File: src/rtl/clock_pkg.sv
// Shared constants for the clock datapath (second_count, minute_count, hour_count).
package clock_pkg;

    localparam int unsigned SEC_MAX  = 59;
    localparam int unsigned MIN_MAX  = 59;
    localparam int unsigned HOUR_MAX = 23;

    localparam int unsigned SEC_BIT  = 6;
    localparam int unsigned MIN_BIT  = 6;
    localparam int unsigned HOUR_BIT = 5;

    typedef logic [SEC_BIT-1:0]  sec_t;
    typedef logic [MIN_BIT-1:0]  min_t;
    typedef logic [HOUR_BIT-1:0] hour_t;

endpackage

File: src/rtl/second_count_if.sv
// Control and status bundle between the clock controller and second_count.
interface second_count_if
    import clock_pkg::*;
#(
    parameter int unsigned P_SEC_BIT = SEC_BIT
);

    logic                 i_run;
    logic                 i_clear;
    logic [P_SEC_BIT-1:0] second;
    logic                 o_one_sec_tick;
    logic                 one_minute_tick;

    modport master (
        output i_run,
        output i_clear,
        input  second,
        input  o_one_sec_tick,
        input  one_minute_tick
    );

    modport slave (
        input  i_run,
        input  i_clear,
        output second,
        output o_one_sec_tick,
        output one_minute_tick
    );

endinterface

File: src/rtl/second_count_tick_gen.sv
// Prescaler: emits a registered one-cycle tick once every P_CLK_DIV running cycles.
module tick_gen #(
    parameter int unsigned P_CLK_DIV = 100_000_000
) (
    input  logic clk,
    input  logic reset_n,
    input  logic i_run,
    input  logic i_clear,
    output logic o_tick
);

    localparam int unsigned          P_DIV_BIT = (P_CLK_DIV > 2) ? $clog2(P_CLK_DIV) : 1;
    localparam logic [P_DIV_BIT-1:0] DIV_LAST  = P_DIV_BIT'(P_CLK_DIV - 1);

    logic [P_DIV_BIT-1:0] div_cnt;
    logic                 div_wrap;

    assign div_wrap = (div_cnt == DIV_LAST);

    // Prescaler count and registered tick; count holds while not running.
    always_ff @(posedge clk or negedge reset_n) begin
        if (!reset_n) begin
            div_cnt <= '0;
            o_tick  <= 1'b0;
        end else if (i_clear) begin
            div_cnt <= '0;
            o_tick  <= 1'b0;
        end else begin
            o_tick <= i_run && div_wrap;
            if (i_run) begin
                div_cnt <= div_wrap ? '0 : div_cnt + 1'b1;
            end
        end
    end

endmodule

File: src/rtl/second_count.sv
// Seconds stage: prescaled one-second tick plus a 0..59 counter and minute flag.
module second_count
    import clock_pkg::*;
#(
    parameter int unsigned P_CLK_DIV = 100_000_000,
    parameter int unsigned P_SEC_BIT = SEC_BIT
) (
    input  logic          clk,
    input  logic          reset_n,
    second_count_if.slave bus
);

    localparam logic [P_SEC_BIT-1:0] SEC_LAST = P_SEC_BIT'(SEC_MAX);

    logic                 tick;
    logic [P_SEC_BIT-1:0] sec_q;

    tick_gen #(
        .P_CLK_DIV(P_CLK_DIV)
    ) u_tick_gen (
        .clk    (clk),
        .reset_n(reset_n),
        .i_run  (bus.i_run),
        .i_clear(bus.i_clear),
        .o_tick (tick)
    );

    // Seconds advance on the visible tick, even if i_run has just dropped,
    // so a pending tick is never lost; clear suppresses that increment.
    always_ff @(posedge clk or negedge reset_n) begin
        if (!reset_n) begin
            sec_q <= '0;
        end else if (bus.i_clear) begin
            sec_q <= '0;
        end else if (tick) begin
            sec_q <= (sec_q == SEC_LAST) ? '0 : sec_q + 1'b1;
        end
    end

    assign bus.second          = sec_q;
    assign bus.o_one_sec_tick  = tick;
    assign bus.one_minute_tick = (sec_q == SEC_LAST);

endmodule

File: src/flat_wrapper.sv
// flat-port wrapper written by rule: the top's interface ports become plain ports
module second_count_flat import clock_pkg::*;
#(
    parameter int unsigned P_CLK_DIV = 100_000_000,
    parameter int unsigned P_SEC_BIT = SEC_BIT
)
  (clk, reset_n, bus_i_run, bus_i_clear, bus_second, bus_o_one_sec_tick, bus_one_minute_tick);
  second_count_if #(.P_SEC_BIT(P_SEC_BIT)) bus_i ();
  input  logic clk;
  input  logic reset_n;
  input wire logic [$bits(bus_i.i_run)-1:0] bus_i_run;
  input wire logic [$bits(bus_i.i_clear)-1:0] bus_i_clear;
  output wire logic [$bits(bus_i.second)-1:0] bus_second;
  output wire logic [$bits(bus_i.o_one_sec_tick)-1:0] bus_o_one_sec_tick;
  output wire logic [$bits(bus_i.one_minute_tick)-1:0] bus_one_minute_tick;
  assign bus_i.i_run = bus_i_run;
  assign bus_i.i_clear = bus_i_clear;
  assign bus_second = bus_i.second;
  assign bus_o_one_sec_tick = bus_i.o_one_sec_tick;
  assign bus_one_minute_tick = bus_i.one_minute_tick;
  second_count #(.P_CLK_DIV(P_CLK_DIV), .P_SEC_BIT(P_SEC_BIT)) u_core (.clk(clk), .reset_n(reset_n), .bus(bus_i));
endmodule
File: config.mk
export PLATFORM = sky130hd
export DESIGN_NAME = second_count_flat
export DESIGN_NICKNAME = d
export VERILOG_FILES = /design/src/rtl/clock_pkg.sv /design/src/rtl/second_count_if.sv /design/src/rtl/second_count_tick_gen.sv /design/src/rtl/second_count.sv /design/src/flat_wrapper.sv
export SDC_FILE = /design/constraint.sdc
export NUM_CORES = 1
export LEC_CHECK = 0
export CORE_UTILIZATION = 59
export CTS_CLUSTER_DIAMETER = 40
export DETAILED_ROUTE_END_ITERATION = 8
export PLACE_DENSITY = 0.75
export SYNTH_ARGS = -nofsm -noshare
export SYNTH_HDL_FRONTEND = slang
export SYNTH_HIERARCHICAL = 1
export SYNTH_SLANG_ARGS = --single-unit
File: constraint.sdc
create_clock -name clk -period 2.8 [get_ports clk]
set_clock_uncertainty 0.1 [all_clocks]
set_input_delay 0.56 -clock clk [delete_from_list [all_inputs] [get_ports clk]]
set_output_delay 0.56 -clock clk [all_outputs]
set_load 0.01 [all_outputs]
==> implementation parameters <==
Parameter                              Value

Route
  Total via count in the routed design    about 1700
  Iteration count of the initial detailed-routing pass    5
  Routed Antenna Nets    0
  Post-route DRC violation count    0
  Vias/cell    between 6 and 7
  Routed wire length    between 4000 and 5000 um
  Initial detailed-routing violation count    ~130
  Routed length per instance    15.8 um

CTS
  Worst skew pair latency    around 350 ps
  Number of instances resized during post-cts repair    0
  TritonCTS clock tree    done
  CTS buffer count    5
  Number of hold-repair buffers added at the cts stage    0
  Maximum level of the CTS H-tree    2
  Cell chosen for the clock root    sky130_fd_sc_hd__clkbuf_4
  Postcts setup bufs    0
  Clock transition at the register clock pins on the worst setup and hold paths after CTS    approximately 110 ps
  CTS Sinks    34
  Number of buffers on the longest clock path    2

Logic synthesis
  Cell variety after synth    50
  Cell type contributing the most total cell area after synthesis    sky130_fd_sc_hd__dfrtp_1
  Dominant cells by area after synthesis    sky130_fd_sc_hd__dfrtp_1 (43%), sky130_fd_sc_hd__xor2_1 (5.8%), sky130_fd_sc_hd__nor2_1 (5.1%)
  Post-Synthesis Net Count    215
  Most frequently used cell type in the post-synthesis netlist    sky130_fd_sc_hd__dfrtp_1
  Number of synthesis warnings    6
  Top flip-flop cell by instance count after synthesis    sky130_fd_sc_hd__dfrtp_1
  Async set-reset flop share out of synthesis    100%
  Register area share after synthesis    between 40 and 50%
  Number of synthesized flops with an enable pin    0
  Proportion of netlist area held by the largest area contributor    between 40% and 50%
  Mapped Avg Cell Area    ~9.4 um2
  Most used standard cells in the synthesized netlist    sky130_fd_sc_hd__dfrtp_1 (34), sky130_fd_sc_hd__nor2_1 (27), sky130_fd_sc_hd__nand2_1 (20)
  Area of the mapped netlist    between 0.0015 and 0.002 mm2
  Post-synthesis cell count    209
  Synthesis-stage register bit count    34

Global route
  Total overflow reported by the global router    0
  GR met2 Demand/Resource    41.6%
  Number of antenna violations at the first check in global routing    0
  First-pass GRT wire length    a little over 7000 um
  M3 GR Usage    between 7 and 8%
  Most crowded layer after global routing    met2
  Maximum number of pins on one net before global-route repair    35
  Met1 demand-to-capacity share in global routing    between 30% and 40%
  Number of global-route vias before repair    1571
  Overall track demand over capacity in global routing    27.1%

Critical path
  CP Data Arrival Time    between 1500 and 2000 ps
  Highest fanout seen on the critical path    5
  CP Launch Type    flop
  Path depth of the worst reg2reg path    6
  Category of the most critical setup path    flop to output port
  Data required, critical path    ~2100 ps
  Critical path endpoint category    output port

Power and ir drop
  Leakage    about 0.85 nW
  Power density over cell area    just under 400 mW/mm2
  Highest ir drop seen on vdd    ~280 uV
  Clock Power Share    35.0%
  Relative contribution of sequential cells to total power    approximately three fifths
  Logic gate share of total power    ~5.7%
  Switching component of the power    around 210 uW
  P_int    between 600 and 700 uW
  Switching power share of the total    about a quarter

STA
  Worst relative slew slack    67.4%
  Final cycle utilization of the critical path    about nine tenths
  Worst-margin pin slew    about 500 ps
  Accumulated negative setup slack    0 ps
  Setup repair after global routing missed its margin    false
  Max Clock Freq    approximately 400 MHz
  Post-route minimum period    between 2000 and 3000 ps
  Hold Fails Final Rpt    0
  Number of failing setup endpoints in the final timing report    0
  Pins Over Slew Limit    0

Die
  Total die area    0.00358 mm2
  I/O pin total    12
  Placement Rows    20
  Area of the placeable core    0.00310 mm2
  Chip Width    between 50 and 60 um
  Die Y-Extent    59.8 um
  Initial Utilization    63.5%

Place
  Final Wtd Congestion    just over 0.9
  Cell area after placement    approximately 0.0021 mm2
  Count of input and output buffers    11
  Dpl cells    around 260
  Placed wire-length estimate after detailed placement    2870 um

Min path
  WHS Path Cells    2
  Kind of path behind the tightest hold check    flop to flop

Final layout
  Fillers    between 200 and 300
  Nets    about 230
  Number of diodes    0
  Total area of multi-input combinational cells    approximately 0.0010 mm2
  Register area    roughly 850 um2
  Syn-to-layout area delta    9.21%
  Final instance count without filler cells    267
  Final instance area    between 0.002 and 0.0025 mm2
  Fraction of final layout cells sized beyond drive strength 1    about a tenth

Outcome
  Result of the run    complete, no violations

Job
  Count of max-cap constraint violations    0
stage by stage:
stage          power [mW]  hold slack, ps  utilization [%]  setup slack [ps]
6_report            0.841             466             69.4               287
5_1_grt             0.882             506             69.4               179
3_5_place_dp        0.557             444             67.3               381
3_3_place_gp        0.555             441             67.3               450
4_1_cts             0.851             469             69.4               280
2_1_floorplan       0.532             164                -               627
area by class of cell:
cell class                 instances  share of cell area [%]
sequential                        34                    39.5
clock buffer                       6                    2.38
timing repair buffer              16                    6.86
tap                               44                    2.56
inverter                           1                   0.174
clock inverter                     2                   0.581
multi-input combinational        164                    47.9
state kept, by name, indices dropped and copies added (netlist names):
register and cells:
u_core/bus.second 6, u_core/u_tick_gen/div_cnt 27, u_core/u_tick_gen/o_tick 1
power by group through the flow:
stage / registers [mW] / clock network [mW] / logic [mW]
5_1_grt: 0.500 / 0.329 / 0.0533
6_report: 0.499 / 0.294 / 0.0478
2_1_floorplan: 0.508 / 0 / 0.0233
4_1_cts: 0.499 / 0.304 / 0.0483
3_5_place_dp: 0.509 / 0 / 0.0483
3_3_place_gp: 0.508 / 0 / 0.0471
placed cells by master, fill, tap and decap left out, types with 2 or more instances in the layout:
cell type and n:
sky130_fd_sc_hd__dfrtp_1 34, sky130_fd_sc_hd__nor2_1 27, sky130_fd_sc_hd__nand2_1 20, sky130_fd_sc_hd__nand3_1 13, sky130_fd_sc_hd__xor2_1 13, sky130_fd_sc_hd__clkdlybuf4s50_1 11, sky130_fd_sc_hd__nand4_1 11, sky130_fd_sc_hd__a21oi_1 8
sky130_fd_sc_hd__a31oi_1 6, sky130_fd_sc_hd__clkbuf_4 5, sky130_fd_sc_hd__buf_4 5, sky130_fd_sc_hd__and4_1 5, sky130_fd_sc_hd__nor3_1 5, sky130_fd_sc_hd__nand3b_1 5, sky130_fd_sc_hd__nand2b_1 4, sky130_fd_sc_hd__o211ai_1 4
sky130_fd_sc_hd__and3_1 4, sky130_fd_sc_hd__or3b_1 2, sky130_fd_sc_hd__o21ai_1 2, sky130_fd_sc_hd__mux2i_1 2, sky130_fd_sc_hd__o2111ai_1 2, sky130_fd_sc_hd__ha_1 2, sky130_fd_sc_hd__nor4b_1 2, sky130_fd_sc_hd__and3_2 2
sky130_fd_sc_hd__xnor2_1 2, sky130_fd_sc_hd__or3_1 2, sky130_fd_sc_hd__o21ai_0 2
routing by layer:
metal / vias to the layer above / wire length (um)
li1: 794 / -
met1: 827 / 1890
met2: 64 / 1960
met3: 7 / 326
met4: 0 / 53
met5: - / 0
worst max-delay path: stages (launching register included):
cell and delay, ps:
sky130_fd_sc_hd__dfrtp_1 440, sky130_fd_sc_hd__ha_1 240, sky130_fd_sc_hd__nand2b_1 110, sky130_fd_sc_hd__nor2_1 160, sky130_fd_sc_hd__clkdlybuf4s50_1 550
path summary, 6_finish.rpt:
path	from	to	slack (ps)
min in group asynchronous	reset_n	u_core/bus.second[2]$_DFFE_PN0P_	510
min	u_core/u_tick_gen/div_cnt[1]$_DFFE_PN0P_	u_core/u_tick_gen/div_cnt[1]$_DFFE_PN0P_	470
max reg2reg	u_core/u_tick_gen/div_cnt[0]$_DFFE_PN0P_	u_core/u_tick_gen/div_cnt[17]$_DFFE_PN0P_	470
max in group asynchronous	reset_n	u_core/u_tick_gen/div_cnt[14]$_DFFE_PN0P_	1770
max	u_core/bus.second[0]$_DFFE_PN0P_	bus_one_minute_tick	290
min reg2reg	u_core/u_tick_gen/div_cnt[1]$_DFFE_PN0P_	u_core/u_tick_gen/div_cnt[1]$_DFFE_PN0P_	470
cells by family after synthesis:
group           synth area share, %
simple gates                   32.1
flops                          43.2
compound gates                 10.7
xor+xnor                       6.67
buf+inv                        4.51
mux                            1.59
fa+ha+maj                      1.27
(Power assumes the default switching activity.)
